File: config.mk
export PLATFORM = sky130hd
export DESIGN_NAME = fifo_ack_throttle
export DESIGN_NICKNAME = d
export VERILOG_FILES = /design/src/rtl/fifo_ack_throttle.sv
export SDC_FILE = /design/constraint.sdc
export NUM_CORES = 1
export LEC_CHECK = 0
export ABC_CLOCK_PERIOD_IN_PS = 1700
export CAP_MARGIN = 20
export CORE_AREA = 2 2 39 41
export CTS_CLUSTER_SIZE = 14
export DETAILED_ROUTE_END_ITERATION = 7
export DIE_AREA = 0 0 41 43
export PLACE_DENSITY = 0.71
export SLEW_MARGIN = 0
export SYNTH_ARGS = -nofsm -noshare
export SYNTH_HDL_FRONTEND = slang
export SYNTH_SLANG_ARGS = --single-unit
File: constraint.sdc
create_clock -name clk_i -period 1.7 [get_ports clk_i]
set_clock_uncertainty 0.1 [all_clocks]
set_input_delay 0.34 -clock clk_i [delete_from_list [all_inputs] [get_ports clk_i]]
set_output_delay 0.34 -clock clk_i [all_outputs]
set_load 0.05 [all_outputs]
File: src/rtl/fifo_ack_throttle.sv
// Rotating 8-bit acceptance pattern: bit 0 gates the consumer's ack, the pattern
// rotates right once per active cycle. A zero pattern would never ack, so it loads as all-ones.
module fifo_ack_throttle (
  input  logic       clk_i,
  input  logic       rst_i,
  input  logic       load_i,
  input  logic       advance_i,
  input  logic [7:0] pattern_i,
  output logic       next_bit_o
);

  logic [7:0] pattern_q;
  logic [7:0] pattern_d;

  always_comb begin
    pattern_d = pattern_q;
    if (load_i) begin
      pattern_d = (pattern_i == 8'h00) ? 8'hFF : pattern_i;
    end else if (advance_i) begin
      pattern_d = {pattern_q[0], pattern_q[7:1]};
    end
  end

  always_ff @(posedge clk_i) begin
    if (rst_i) begin
      pattern_q <= 8'h00;
    end else begin
      pattern_q <= pattern_d;
    end
  end

  // Exposing the next bit lets the owner register ack without an extra cycle of lag.
  assign next_bit_o = pattern_d[0];

endmodule

# Word level (Yosys, flattened, before mapping)

Cells that the tools add are included.

Flip-flop bits (word level): 8
Word-level logic and storage cells: 7
Input port bits: 12
Output and inout bits: 1

Reduce and logical (&&, ||, !) cells: 2
Muxes and demuxes: 3

Operators with widths:

| kind               | count |
|---|---|
| 8-bit 2-to-1 mux   | 3 |
| 8-bit logical NOT  | 1 |
| 2-bit nonzero test | 1 |

# Logic depth before layout (Yosys ltp)

Gate-level depths: netlist of run 1.

Depth in word-level cells: 3
Depth in mapped cells: 4
Gate-level depth less buffers: 3

# Worst setup path after synthesis of run 1

No wires, ideal clock.

Kind: input port to output port
Start: input port pattern_i[2]
End: output port next_bit_o
Data arrival time: 1.689 ns
Buffers on the path: 0
Required time: 1.260 ns
Setup slack: -0.429 ns
Cell stages on the path: 3
Path through: nor4_4 nand2_2 a31oi_1

Longest elaborated chain between the ends: 3

RTL lines:

| item              | line | RTL |
|---|---|---|
| start, declared   | 8    | `input logic [7:0] pattern_i,` |
| 8-bit logical NOT | 18   | `pattern_d = (pattern_i == 8'h00) ? 8'hFF : pattern_i;` |
| 8-bit 2-to-1 mux  | 18   |  |
| 8-bit 2-to-1 mux  | 17   | `if (load_i) begin` |
| end, declared     | 9    | `output logic next_bit_o` |

No other way between the ends.

# Worst setup path in the final report of run 1

Start: input port advance_i
End: output port next_bit_o

Longest elaborated chain between the ends: 2

RTL lines:

| item             | line | RTL |
|---|---|---|
| start, declared  | 7    | `input logic advance_i,` |
| 8-bit 2-to-1 mux | 19   | `end else if (advance_i) begin` |
| 8-bit 2-to-1 mux | 17   |  |

No other way between the ends. The select of a mux whose other input is x is not followed.

==> results of run 1 <==
-- stage by stage --
step	std cells	utilization	TNS, ps
final	84	0.480	0
after global routing	84	0.480	-11.1
after CTS	84	0.477	0
after detailed placement	79	0.465	-1480
after global placement	79	0.465	-1270
after floorplan	48	-	-3.35
-- cells by family (layout without fill, tap and decap cells) --
group                  count (synthesis)  in the layout
AO/OA/AOI/OAI                         24             24
flip-flops                             8              8
AND/OR/NAND/NOR                       11             11
buffers and inverters                  5             25
-- cells in the mapped netlist --
cell type	instances
a21oi_1	7
dfxtp_1	8
buf_1	1
a31oi_1	1
a211oi_1	15
inv_1	1
clkbuf_1	3
a311oi_1	1
nand2_2	1
nor2b_1	8
nor4_4	2
-- path summary, 6_finish.rpt --
path / from / endpoint / slack (ps) / cells past startpoint
worst min-delay path: pattern_i[5] / pattern_q[0]$_SDFF_PP0_ / 310 / 4
worst min register to register: pattern_q[3]$_SDFFE_PP0P_ / pattern_q[2]$_SDFFE_PP0P_ / 520 / 2
worst max-delay path: advance_i / next_bit_o / 30 / 6
worst max register to register: pattern_q[0]$_SDFF_PP0_ / pattern_q[0]$_SDFF_PP0_ / 630 / 4
-- worst register-to-register path, stage by stage (launching register included) --
cell and delay [ps]:
dfxtp_2 320, nor2b_2 140, a211oi_2 40, buf_4 150, a311oi_1 230
-- placed cells by master (no fill, tap or decap) --
master and instances:
a211oi_1 14, a211oi_2 1, a21oi_1 7, a311oi_1 1
a31oi_4 1, buf_12 1, buf_2 5, buf_4 9
buf_6 1, clkbuf_4 3, clkdlybuf4s15_1 3, clkdlybuf4s50_1 1
dfxtp_1 7, dfxtp_2 1, dlygate4sd2_1 1, inv_1 1
nand2_2 1, nor2b_1 7, nor2b_2 1, nor4_4 2
-- power by group --
group          leakage [nW]  internal (W)  switching [W]
logic                 0.166     0.0000585      0.0000558
clock network        0.0138     0.0000807      0.0000630
registers            0.0668      0.000202     0.00000583
total                 0.246      0.000341       0.000125
-- layer usage --
metal	wire [µm]	part of all wire	up-vias	GRT usage
met4	14	0.015	0	0.120
li1	-	-	228	-
met5	0	0	-	0
met3	36	0.038	2	0.0314
met1	487	0.51	188	0.165
met2	411	0.43	11	0.134
-- repair_timing --
item                       4_1_cts  5_1_grt
pin swaps                        4        1
buffers inserted                 2        0
gates resized for setup         34        2
hold buffers                     0        0
setup endpoints to repair        1        1
-- final cells by class --
type / instances / area (µm²)
Timing Repair Buffer: 21 / 173
Multi-Input combinational cell: 35 / 284
Clock buffer: 3 / 22.5
Tap cell: 16 / 20.0
Sequential cell: 8 / 161
Inverter: 1 / 3.75
Fill cell: 141 / 719
==> summary.md, run 1 <==
| Metric | Value |
|---|---|
| Num Clock Sinks | `8` |
| Clock Pin Slew Worst Setup and Hold Paths | `50 ps` |
| Synth area leader | `dfxtp_1` |
| ANT nets after route | `0` |
| Initial antenna violation count | `0` |
| DRT Wirelength | `951 µm` |
| CORE AREA | `1380 µm²` |
| Die area | `1760 µm²` |
| Placed standard-cell area | `643 µm²` |
| Slew headroom | `0.805` |
| Final hold slack | `314 ps` |
| Max Slew Vio Count | `0` |
| Clk_lat worst skew | `250 ps` |
| Critical-path cell list | `clkdlybuf4s15_1, nor2b_2, a211oi_2, buf_4, a31oi_4, buf_12` |
| Distinct cells, synth | `11` |
| RePlAce Congestion | `0.640` |
| Regs by FF count | `pattern_q: 8 flops` |
| Worst-path cell with the longest stage delay | `clkdlybuf4s15_1` |
| Highest clock rate | `0.599 GHz` |
| Num rows | `14` |
| # IOs | `13` |
| Max VDD drop | `0.000242 V` |
| Clock Tree Root | `clkbuf_4` |
| CP peak stage delay | `240 ps` |
| CTS buffer count | `3` |
| CP Buf/Inv Count | `3` |
| Synth-to-Final Area Change | `50.9%` |
| Pre-CTS WS | `-426 ps` |
| Outcome | `complete, no violations` |
| Die height | `43 µm` |
| Period Utilization, post-route | `0.982` |
| Fin crit period | `1670 ps` |
| Antenna Cells | `0` |
| Worst Hold Class | `input port to register` |
| CP top delay family | `buffers and inverters` |
| PwrDens | `701 nW/µm²` |
| Flip-flop and latch count after synthesis | `8` |
| Drt initial violations | `8` |
| Syn. warnings | `0` |
| DP HPWL | `677 µm` |
| Pwr Total | `0.000466 W` |
| Design area | `664 µm²` |
| Final setup vio count | `0` |
| Nets@finish | `82` |
| Port Buf Inserts | `12` |
| Layout cells sized above 1 | `0.382` |
| Total track usage | `0.119` |
| Longest Clk Path Bufs | `2` |
| Crit path max fanout | `4` |
| Mux share of post-synthesis cell area | `0` |
| Top-area cell type share of the netlist area | `0.364` |
| DR WL/cell | `11.3 µm` |
| Worst slew pin tran | `292 ps` |
| Biggest register | `pattern_q` |
| Xor/xnor share of the synthesized area | `0` |
| DIE WIDTH | `41 µm` |
| Post-synthesis sequential area ratio | `0.364` |
| Synth Instances | `48` |
| Synthesized net count | `60` |
| CP Launch Type | `input port` |
| Max reg flops | `8` |
| Vias in the first global route | `327` |
| Global-route wire length before repair | `1320 µm` |
| Dominant cells by area after synthesis | `dfxtp_1, a211oi_1, nor2b_1, nor4_4, a21oi_1` |
| Hold Violations, Final | `0` |
| Critical Path RT | `1260 ps` |
| Slack of the critical path | `30.5 ps` |
| Max Cap Violations | `0` |
| Simple-Gate Fraction of Synth Area | `0.224` |
| Worst EP arrival | `1230 ps` |
| Main combinational cell family by area after synthesis | `compound AO/OA/AOI/OAI gates` |
| Initial Util | `0.318` |
| Compound-gate portion of the synthesized area | `0.369` |
| Vias/cell | `5.11` |
| Vias post-DR | `429` |
| Post-synthesis adder-cell area fraction | `0` |
| Syn Area/Cell | `9.18 µm²` |
| Cell area after synthesis | `440 µm²` |
| CP endpoint kind | `output port` |
| Detailed Routing Iterations Pass 1 | `4` |
| Remaining Overflow, GRT | `0` |
| CP Class | `input port to output port` |
| Max H-tree Level | `1` |
| Residual DRC count | `0` |
| Largest net degree at the start of global routing | `17` |
| Leakage power | `0.246 nW` |
| CTS tree | `built` |
No activity file was read; power rests on OpenSTA's default activity.
==> run 2, diff against run 1 <==
Settings changed: CAP_MARGIN 20 to not set.
==> results of run 2 <==
The final DEF is identical to that of run 1; final timing and power are the same.
